**config.mk**
```make
export PLATFORM = sky130hd
export DESIGN_NAME = attack_controller
export DESIGN_NICKNAME = d
export VERILOG_FILES = /design/src/rtl/attack_controller_pkg.sv /design/src/rtl/attack_controller_hitbox_calc.sv /design/src/rtl/attack_controller.sv
export SDC_FILE = /design/constraint.sdc
export NUM_CORES = 1
export LEC_CHECK = 0
export BUFFER_PORTS_ARGS = -buffer_cell sky130_fd_sc_hd__buf_4
export CORE_MARGIN = 4
export CORE_UTILIZATION = 30
export DETAILED_ROUTE_END_ITERATION = 10
export HOLD_SLACK_MARGIN = 0.12
export PLACE_DENSITY = 0.59
export SYNTH_ARGS = -nofsm -noshare
export SYNTH_HDL_FRONTEND = slang
export SYNTH_SLANG_ARGS = --single-unit
```
**constraint.sdc**
```tcl
create_clock -name clk -period 5.7 [get_ports clk]
set_input_delay 1.14 -clock clk [delete_from_list [all_inputs] [get_ports clk]]
set_output_delay 1.14 -clock clk [all_outputs]
set_load 0.03 [all_outputs]
```
**src/rtl/attack_controller_pkg.sv**
```systemverilog
// Shared types and constants for the attack path: attack phases, facing, character
// state codes (common with the character and sprite blocks) and damage values.
package attack_controller_pkg;

    typedef enum logic [2:0] {IDLE, WINDUP, ACTIVE, RECOVER, COOLDOWN} phase_t;
    typedef enum logic [1:0] {FACE_FRONT, FACE_BACK, FACE_LEFT, FACE_RIGHT} facing_t;

    localparam logic [3:0] CS_FRONT_IDLE  = 4'h0;
    localparam logic [3:0] CS_FRONT_WALK1 = 4'h1;
    localparam logic [3:0] CS_FRONT_WALK2 = 4'h2;
    localparam logic [3:0] CS_RIGHT_IDLE  = 4'h3;
    localparam logic [3:0] CS_RIGHT_WALK  = 4'h4;
    localparam logic [3:0] CS_LEFT_IDLE   = 4'h5;
    localparam logic [3:0] CS_LEFT_WALK   = 4'h6;
    localparam logic [3:0] CS_BACK_IDLE   = 4'h7;
    localparam logic [3:0] CS_BACK_WALK1  = 4'h8;
    localparam logic [3:0] CS_BACK_WALK2  = 4'h9;
    localparam logic [3:0] CS_FRONT_ATK   = 4'hA;
    localparam logic [3:0] CS_BACK_ATK    = 4'hB;
    localparam logic [3:0] CS_LEFT_ATK    = 4'hC;
    localparam logic [3:0] CS_RIGHT_ATK   = 4'hD;
    localparam logic [3:0] CS_BLANK       = 4'hF;

    localparam logic [1:0] DMG_NONE  = 2'd0;
    localparam logic [1:0] DMG_LIGHT = 2'd1;
    localparam logic [1:0] DMG_HEAVY = 2'd2;

    // Blink/empty (and the unused code E) carry no direction, so the previous facing stands.
    function automatic facing_t facing_decode(input logic [3:0] code, input facing_t prev);
        facing_t f;
        case (code)
            CS_FRONT_IDLE, CS_FRONT_WALK1, CS_FRONT_WALK2, CS_FRONT_ATK: f = FACE_FRONT;
            CS_BACK_IDLE, CS_BACK_WALK1, CS_BACK_WALK2, CS_BACK_ATK:     f = FACE_BACK;
            CS_RIGHT_IDLE, CS_RIGHT_WALK, CS_RIGHT_ATK:                  f = FACE_RIGHT;
            CS_LEFT_IDLE, CS_LEFT_WALK, CS_LEFT_ATK:                     f = FACE_LEFT;
            default:                                                     f = prev;
        endcase
        return f;
    endfunction

    function automatic logic [9:0] sat10(input logic signed [11:0] v);
        logic [9:0] r;
        if (v < 0)
            r = '0;
        else if (v > 12'sd1023)
            r = '1;
        else
            r = v[9:0];
        return r;
    endfunction

endpackage

```
**src/rtl/attack_controller_hitbox_calc.sv**
```systemverilog
// Combinational hitbox: square box of half-width HALF_SZ centred REACH pixels from the
// character along its facing axis, bounds saturated to the 10-bit screen range.
module attack_hitbox_calc
    import attack_controller_pkg::*;
#(
    parameter int unsigned REACH   = 20,
    parameter int unsigned HALF_SZ = 8
) (
    input  facing_t     facing,
    input  logic [9:0]  pos_h,
    input  logic [9:0]  pos_v,
    output logic [9:0]  h_lo,
    output logic [9:0]  h_hi,
    output logic [9:0]  v_lo,
    output logic [9:0]  v_hi
);

    localparam logic signed [11:0] REACH_S = 12'(REACH);
    localparam logic signed [11:0] HALF_S  = 12'(HALF_SZ);

    logic signed [11:0] ch;
    logic signed [11:0] cv;

    // BACK is up (+v), FRONT down (-v), LEFT +h, RIGHT -h, as in the character block.
    always_comb begin
        ch = $signed({2'b00, pos_h});
        cv = $signed({2'b00, pos_v});
        case (facing)
            FACE_BACK:  cv = cv + REACH_S;
            FACE_FRONT: cv = cv - REACH_S;
            FACE_LEFT:  ch = ch + REACH_S;
            default:    ch = ch - REACH_S;
        endcase
        h_lo = sat10(ch - HALF_S);
        h_hi = sat10(ch + HALF_S);
        v_lo = sat10(cv - HALF_S);
        v_hi = sat10(cv + HALF_S);
    end

endmodule

```
**src/rtl/attack_controller.sv**
```systemverilog
// Attack sequencer: key press -> windup / active hitbox / recover / cooldown.
// Define HEAVY_ATTACK_EN to accept K as a heavy attack (double active and cooldown, damage 2).
module attack_controller
    import attack_controller_pkg::*;
#(
    parameter int unsigned WINDUP_CYC   = 4,
    parameter int unsigned ACTIVE_CYC   = 8,
    parameter int unsigned RECOVER_CYC  = 6,
    parameter int unsigned COOLDOWN_CYC = 16,
    parameter int unsigned REACH        = 20,
    parameter int unsigned HALF_SZ      = 8
) (
    input  logic        clk,
    input  logic        rst_n,
    input  logic        J_signal,
    input  logic        K_signal,
    input  logic        gameover,
    input  logic [3:0]  char_state,
    input  logic [9:0]  pos_h,
    input  logic [9:0]  pos_v,
    output logic        is_attacking,
    output logic        hit_valid,
    output logic [9:0]  hit_h_lo,
    output logic [9:0]  hit_h_hi,
    output logic [9:0]  hit_v_lo,
    output logic [9:0]  hit_v_hi,
    output logic [1:0]  hit_dmg
);

    phase_t      state, state_nx;
    logic [15:0] cnt, cnt_nx;
    logic        j_prev, press_j_q;
    logic        accept, heavy_sel, cur_heavy, atk_heavy, entered;
    facing_t     seen_dir, atk_dir, dir_sel, calc_dir;
    logic [9:0]  b_h_lo, b_h_hi, b_v_lo, b_v_hi;

`ifdef HEAVY_ATTACK_EN
    logic k_prev, press_k_q;
`else
    logic unused_k;
    assign unused_k = K_signal;
`endif

    function automatic logic [15:0] phase_len(input phase_t p, input logic heavy);
        logic [15:0] n;
        case (p)
            WINDUP:   n = 16'(WINDUP_CYC);
            ACTIVE:   n = heavy ? 16'(2 * ACTIVE_CYC) : 16'(ACTIVE_CYC);
            RECOVER:  n = 16'(RECOVER_CYC);
            COOLDOWN: n = heavy ? 16'(2 * COOLDOWN_CYC) : 16'(COOLDOWN_CYC);
            default:  n = '0;
        endcase
        return n;
    endfunction

    // Walk forward past any zero-length phases; order matters, each test feeds the next.
    function automatic phase_t skip_zero(input phase_t p, input logic heavy);
        phase_t q;
        q = p;
        if (q == WINDUP   && phase_len(q, heavy) == '0) q = ACTIVE;
        if (q == ACTIVE   && phase_len(q, heavy) == '0) q = RECOVER;
        if (q == RECOVER  && phase_len(q, heavy) == '0) q = COOLDOWN;
        if (q == COOLDOWN && phase_len(q, heavy) == '0) q = IDLE;
        return q;
    endfunction

    function automatic phase_t succ(input phase_t p);
        phase_t q;
        case (p)
            WINDUP:  q = ACTIVE;
            ACTIVE:  q = RECOVER;
            RECOVER: q = COOLDOWN;
            default: q = IDLE;
        endcase
        return q;
    endfunction

    always_comb begin
        dir_sel = facing_decode(char_state, seen_dir);
`ifdef HEAVY_ATTACK_EN
        heavy_sel = press_k_q;
        accept    = (state == IDLE) && !gameover && (press_j_q || press_k_q);
`else
        heavy_sel = 1'b0;
        accept    = (state == IDLE) && !gameover && press_j_q;
`endif
        cur_heavy = accept ? heavy_sel : atk_heavy;
        calc_dir  = accept ? dir_sel : atk_dir;

        state_nx = state;
        cnt_nx   = cnt;
        entered  = 1'b0;
        if (gameover) begin
            state_nx = IDLE;
            cnt_nx   = '0;
        end else if (state == IDLE) begin
            if (accept) begin
                state_nx = skip_zero(WINDUP, heavy_sel);
                entered  = 1'b1;
            end
        end else if (cnt <= 16'd1) begin
            state_nx = skip_zero(succ(state), atk_heavy);
            entered  = 1'b1;
        end else begin
            cnt_nx = cnt - 16'd1;
        end
        if (entered)
            cnt_nx = phase_len(state_nx, cur_heavy);
    end

    attack_hitbox_calc #(
        .REACH   (REACH),
        .HALF_SZ (HALF_SZ)
    ) u_hitbox (
        .facing (calc_dir),
        .pos_h  (pos_h),
        .pos_v  (pos_v),
        .h_lo   (b_h_lo),
        .h_hi   (b_h_hi),
        .v_lo   (b_v_lo),
        .v_hi   (b_v_hi)
    );

    always_ff @(posedge clk) begin
        if (!rst_n) begin
            state        <= IDLE;
            cnt          <= '0;
            j_prev       <= 1'b0;
            press_j_q    <= 1'b0;
            seen_dir     <= FACE_FRONT;
            atk_dir      <= FACE_FRONT;
            atk_heavy    <= 1'b0;
            is_attacking <= 1'b0;
            hit_valid    <= 1'b0;
            hit_h_lo     <= '0;
            hit_h_hi     <= '0;
            hit_v_lo     <= '0;
            hit_v_hi     <= '0;
            hit_dmg      <= DMG_NONE;
`ifdef HEAVY_ATTACK_EN
            k_prev       <= 1'b0;
            press_k_q    <= 1'b0;
`endif
        end else begin
            state     <= state_nx;
            cnt       <= cnt_nx;
            j_prev    <= J_signal;
            press_j_q <= J_signal & ~j_prev;
            seen_dir  <= dir_sel;
`ifdef HEAVY_ATTACK_EN
            k_prev    <= K_signal;
            press_k_q <= K_signal & ~k_prev;
`endif
            if (accept) begin
                atk_dir   <= dir_sel;
                atk_heavy <= heavy_sel;
            end
            is_attacking <= (state_nx == WINDUP) || (state_nx == ACTIVE) || (state_nx == RECOVER);
            if (state_nx == ACTIVE) begin
                hit_valid <= 1'b1;
                hit_h_lo  <= b_h_lo;
                hit_h_hi  <= b_h_hi;
                hit_v_lo  <= b_v_lo;
                hit_v_hi  <= b_v_hi;
                hit_dmg   <= cur_heavy ? DMG_HEAVY : DMG_LIGHT;
            end else begin
                hit_valid <= 1'b0;
                hit_h_lo  <= '0;
                hit_h_hi  <= '0;
                hit_v_lo  <= '0;
                hit_v_hi  <= '0;
                hit_dmg   <= DMG_NONE;
            end
        end
    end

endmodule

```
* After elaboration in Yosys (flattened, before gate mapping)
Cells that the tools add are included.
** Word-level totals
- Register bits after elaboration :: 70
- Bits of input ports :: 29
- Output and inout port bits :: 44
- Word-level logic and storage cells :: 211
** Cells by class
- $add $sub $neg :: 9
- Order comparisons :: 9
- Equal/unequal tests :: 52
- Muxes and demuxes :: 89
- Bitwise operators :: 4
- Reductions and logical operators :: 34
** Operator list (count)
- two-way mux 16 bit :: 28
- zero test 16 bit :: 8
- one-hot mux 6 bit (4 select lines) :: 5
- two-way mux 3 bit :: 32
- one-hot mux 5 bit (4 select lines) :: 3
- equality test 3 x 2 -> 1 bit (second input constant) :: 18
- > comparator 12 x 11 -> 1 bit (second input constant) :: 4
- less-than comparator 12 x 1 -> 1 bit (second input constant) :: 4
- one-hot mux 12 bit (2 select lines) :: 2
- two-way mux 10 bit :: 4
- equality test 3 x 1 -> 1 bit (second input constant) :: 9
- adder 12 x 5 -> 12 bit (second input constant) :: 2
- equality test 3 bit (second input constant) :: 8
- equality test 4 bit (second input constant) :: 6
- subtractor 12 x 5 -> 12 bit (second input constant) :: 2
- adder 10 x 5 -> 11 bit (second input constant) :: 2
- subtractor 10 x 5 -> 11 bit (second input constant) :: 2
- OR reduction 3 bit :: 6
- equality test 4 x 3 -> 1 bit (second input constant) :: 4
- <= comparator 16 x 1 -> 1 bit (second input constant) :: 1
- subtractor 16 x 1 -> 16 bit (second input constant) :: 1
- two-way mux 6 bit :: 2
- two-way mux 5 bit :: 2
- logical AND 1 bit :: 9
- 19 further kinds :: 33

* Logic depth before layout (Yosys ltp)
- Depth after elaboration :: 52
- Mapped depth :: 14
- Gate-level depth less buffers :: 12

* By module
A second synthesis with hierarchy kept.
** Second synthesis, totals
- Cell total of the unflattened synthesis :: 494
- Area, all modules :: 4275.4 µm²
** Modules (own cells, without submodules)
- attack_controller :: times used 1, cells an instance 277, area an instance 2766.4 µm², sequential area each 1401.3 µm²
- attack_hitbox_calc :: times used 1, cells an instance 217, area an instance 1508.9 µm², sequential area each 0.0 µm²

* Worst setup path after synthesis
No wires, ideal clock.
- Path kind :: input port to flip-flop
- Start :: input port char_state[2]
- End :: register hit_h_lo[9]
- Library setup time :: 74 ps
- Arrival time :: 4138 ps
- Required time :: 5626 ps
- Slack :: 1487 ps
- Cell stages on the path :: 14
- Buffers on the path :: 2
- Path through :: clkbuf_1 -> clkbuf_1 -> nand4_1 -> o211a_1 -> a21o_1 -> a221oi_1 -> xor2_1 -> inv_1 -> ha_1 -> o21ai_0 -> or4b_1 -> nor3_1 -> nor2_1 -> a31oi_1
** Between the ends
- Word-level cells in the longest chain between the ends :: 10
- Elaborated cells on any way between the ends :: 30
- Classes of those cells :: add/sub: 1; order compare: 2; eq/ne: 15; mux: 4; reduce/logical: 8
** Ends and longest elaborated chain
- from (decl) :: RTL line attack_controller.sv:18 : input logic [3:0] char_state,
- equality test 4 x 3 -> 1 bit, or another cell as far along :: RTL line attack_controller_pkg.sv:31 : case (code)
- OR reduction 4 bit or OR reduction 3 bit (tied branches) :: RTL line attack_controller_pkg.sv:31
- one-hot mux 2 bit (4 select lines) (*) :: RTL line attack_controller_pkg.sv:31
- two-way mux 2 bit (*)
- equality test 2 x 1 -> 1 bit or zero test 2 bit (tied branches) :: RTL line attack_controller_hitbox_calc.sv:28 : case (facing)
- OR reduction 2 bit (no line)
- one-hot mux 12 bit (2 select lines) (*) :: RTL line attack_controller_hitbox_calc.sv:28
- subtractor 12 x 5 -> 12 bit (*) :: RTL line attack_controller_hitbox_calc.sv:34 : h_lo = sat10(ch - HALF_S);
- less-than comparator 12 x 1 -> 1 bit or > comparator 12 x 11 -> 1 bit (tied branches) :: RTL line attack_controller_pkg.sv:43, attack_controller_pkg.sv:45
- OR reduction 3 bit (no line) or two-way mux 10 bit (tied branches)
- to (signal assigned) :: RTL line attack_controller.sv:161 : hit_h_lo <= b_h_lo;
- to (decl) :: RTL line attack_controller.sv:23 : output logic [9:0] hit_h_lo,
Mark *: on every way between the ends. The rest lies on a longest branch, timed or not.
A chain may end at the register's enable or synchronous reset.

* Final worst setup path
- Start :: input port gameover
- End :: register hit_h_hi[9]
** Between the ends
- Word-level cells in the longest chain between the ends :: 10
- Elaborated cells on any way between the ends :: 19
- Classes of those cells :: add/sub: 1; order compare: 2; eq/ne: 3; mux: 6; bitwise: 1; reduce/logical: 6
** Ends and longest elaborated chain
- from (decl) :: RTL line attack_controller.sv:17 : input logic gameover,
- zero test 1 bit :: RTL line attack_controller.sv:85 : accept = (state == IDLE) && !gameover && press_j_q;
- logical AND 1 bit (2 in a row) :: RTL line attack_controller.sv:85
- two-way mux 2 bit
- equality test 2 x 1 -> 1 bit or zero test 2 bit (tied branches) :: RTL line attack_controller_hitbox_calc.sv:28
- OR reduction 2 bit (no line)
- one-hot mux 12 bit (2 select lines) :: RTL line attack_controller_hitbox_calc.sv:28
- adder 12 x 5 -> 12 bit :: RTL line attack_controller_hitbox_calc.sv:35 : h_hi = sat10(ch + HALF_S);
- less-than comparator 12 x 1 -> 1 bit or > comparator 12 x 11 -> 1 bit (tied branches) :: RTL line attack_controller_pkg.sv:43, attack_controller_pkg.sv:45
- OR reduction 3 bit (no line) or two-way mux 10 bit (tied branches)
- to (signal assigned) :: RTL line attack_controller.sv:162 : hit_h_hi <= b_h_hi;
- to (decl) :: RTL line attack_controller.sv:24 : output logic [9:0] hit_h_hi,
Several ways; a longest one is shown, not always the timed one.

==> metrics <==
layout cells sized above 1 19.8%; critical path's largest stage delay 0.80 ns; latest clock arrival within the worst-skew pair 0.33 ns; GPL Wtd Cong 0.823; CP startpoint kind input port; Fin Clk Skew 0.00960 ns; Post-synth EDFFs 0; ys async rst share 0%; Tot Pwr 1.38 mW; port bufs 71; core footprint 14000 sq um; GRT Overall Usage 13.8%; Final Hold Violating Endpoints 0; CTS root buffer clkbuf_16; count of pins over their slew limit 0; Worst Hold Class flip-flop to flip-flop; DIE WIDTH 128 um; LEAKAGE 2.16 nW; Detail Placement HPWL 8710 um; GR Overflow Total 0; CTS tree done; antenna violations before repair 0; wire length per cell 15.0 um; DRT Pass-1 Iters 5; post-CTS sizing 0; Tmin final 4.52 ns; CTS Buffer Depth 2; chip height 128 um; Diodes inserted 0; # hold bufs at CTS 0; Multi-input gate area 2740 sq um; vias in the first global route 3761; Num CTS Buffers 9; depth of the CTS H-tree 3; nets 621; Via Count 4026; post-detailed-route count of antenna-violating nets 0; postcts setup bufs 0; Max Freq 221 MHz; delay-heaviest family, CP simple AND/OR/NAND/NOR gates; largest net degree at the start of global routing 19; Crit-path slowest cell xor2_1; Cell Chain, Critical Path buf_4 > nor4_2 > nand2_1 > o211a_1 > nor3_1 > a21oi_1 > xor2_1 > a41oi_2 > a311oi_1; Yosys warning count 0; setup TNS 0 ns; fill cell count 1464; flip-flop and latch area 1400 sq um; #FFs+latches synth 70; Synth Flop Type dfxtp_1; row count 43; RSZ-0062 raised after global routing no; Final Setup Violations 0; Initial Util 31.0%; Period Utilization, post-route 79.2%; cells after synthesis 527; status complete, no violations; WP data arrival 4.74 ns; worst vdd ir 0.130 mV; # DRC 0; area grow syn2layout 22.0%; DIE AREA 16400 sq um; # Max-Cap Violations 0; Avg Cell Area, Syn 8.22 sq um; first-pass GRT wire length 18700 um; Seq/Total Area, Yosys 32.3%; Netlist Area Pre-Place 4330 sq um; CP Capture Type flip-flop; P per Cell Area 262 nW/um^2; Slew headroom 30.1%; initial DRC count 303; commonest non-fill, non-tap cell in the layout buf_4; Unique masters post-synth 75; most frequent cells in the layout 71 x buf_4, 70 x dfxtp_1, 59 x a21oi_1; Reg clk slew, reported paths 0.05 ns; I/O pin cnt 73; final WL 11500 um; Num Clock Sinks 70; post-synth net total 566; Buf/Inv on CP 1; CP Max Fanout 14; worst-margin pin slew 1.04 ns; Vias/cell 5.26; kind of critical path input port to flip-flop; Required @ worst endpoint 5.92 ns
power breakdown:
group	total (mW)	leakage (nW)	internal (mW)	switching [mW]
clock	0.578	0.146	0.380	0.198
sequential	0.516	0.566	0.503	0.0137
combinational	0.288	1.45	0.113	0.175
cells by family after synthesis:
kind of cell | count (synthesis) | synth area share (%)
muxes | 5 | 1.18
DFF | 70 | 32.3
buffers and inverters | 50 | 4.56
xor gates and xnor gates | 43 | 9.38
adders and majority gates | 10 | 2.89
and+or+nand+nor | 200 | 26.6
AOI/OAI and AO/OA | 149 | 23.1
synth_stat cells, drive strengths merged (5+ instances only):
| master | n | area, sq um |
|---|---|---|
| nor4 | 14 | 124 |
| dfxtp | 70 | 1400 |
| nor2b | 8 | 50.1 |
| nor2 | 46 | 175 |
| a21oi | 60 | 304 |
| buf | 6 | 30.0 |
| o211a | 6 | 60.1 |
| o21ai | 26 | 130 |
| o31ai | 5 | 42.5 |
| a21o | 5 | 37.5 |
| a211oi | 5 | 37.5 |
| xor2 | 20 | 183 |
| nor3 | 24 | 125 |
| nand3 | 12 | 65.1 |
| or2 | 5 | 31.3 |
| inv | 23 | 86.3 |
| clkbuf | 21 | 81.3 |
| xnor2 | 23 | 224 |
| ha | 10 | 125 |
| nor3b | 6 | 45.0 |
| nand2b | 8 | 50.1 |
| nand2 | 32 | 120 |
| or3 | 10 | 62.6 |
layer usage:
layer,vias to the layer above,routed length [um],track usage (%)
met4,0,266,5.74
met3,17,537,2.42
met2,120,5330,21.2
met5,-,0,0
li1,2019,-,-
met1,1870,5390,19.1
worst paths after layout:
kind / startpoint / end / slack (ns) / cells past startpoint
setup / recovery: gameover / hit_h_hi[9] / 1.18 / 9
hold / removal: j_prev / press_j_q / 0.38 / 1
setup reg to reg: state[1] / hit_h_hi[9] / 1.57 / 8
hold reg to reg: j_prev / press_j_q / 0.38 / 1
registers in the layout, summed over array words and instances, names as in the netlist:
name          count
cnt              16
hit_h_hi         10
hit_h_lo         10
hit_v_hi         10
hit_v_lo         10
state             3
atk_dir           2
hit_dmg           2
seen_dir          2
atk_heavy         1
hit_valid         1
is_attacking      1
j_prev            1
press_j_q         1
final cells by class:
cell class                 count  share of cell area [%]
clock buffer                  11                    4.40
clock inverter                 4                    1.37
inverter                      23                    1.63
multi-input combinational    407                    51.7
sequential                    70                    26.5
tap                          180                    4.26
timing repair buffer          71                    10.1
worst reg2reg max path: stages (launching register included):
cell	delay [ns]
dfxtp_1	0.44
nor4_2	0.68
nand2_1	0.47
o211a_1	0.23
nor3_1	0.43
a21oi_1	0.11
xor2_1	0.80
a41oi_2	0.48
a311oi_1	0.37
per-stage QoR:
stage               instance area (sq um)  hold slack (ns)  cells  worst slack (ns)  utilization [%]
global route                         5290            0.409    766             0.763             37.8
CTS                                  5290            0.383    766              1.20             37.8
floorplan                            4330            0.367    527              1.49                -
finish                               5290            0.383    766              1.18             37.8
detailed placement                   4980            0.375    751             0.867             35.6
global placement                     4980            0.373    751             0.939             35.6
Power figures use the tool's default switching activity.
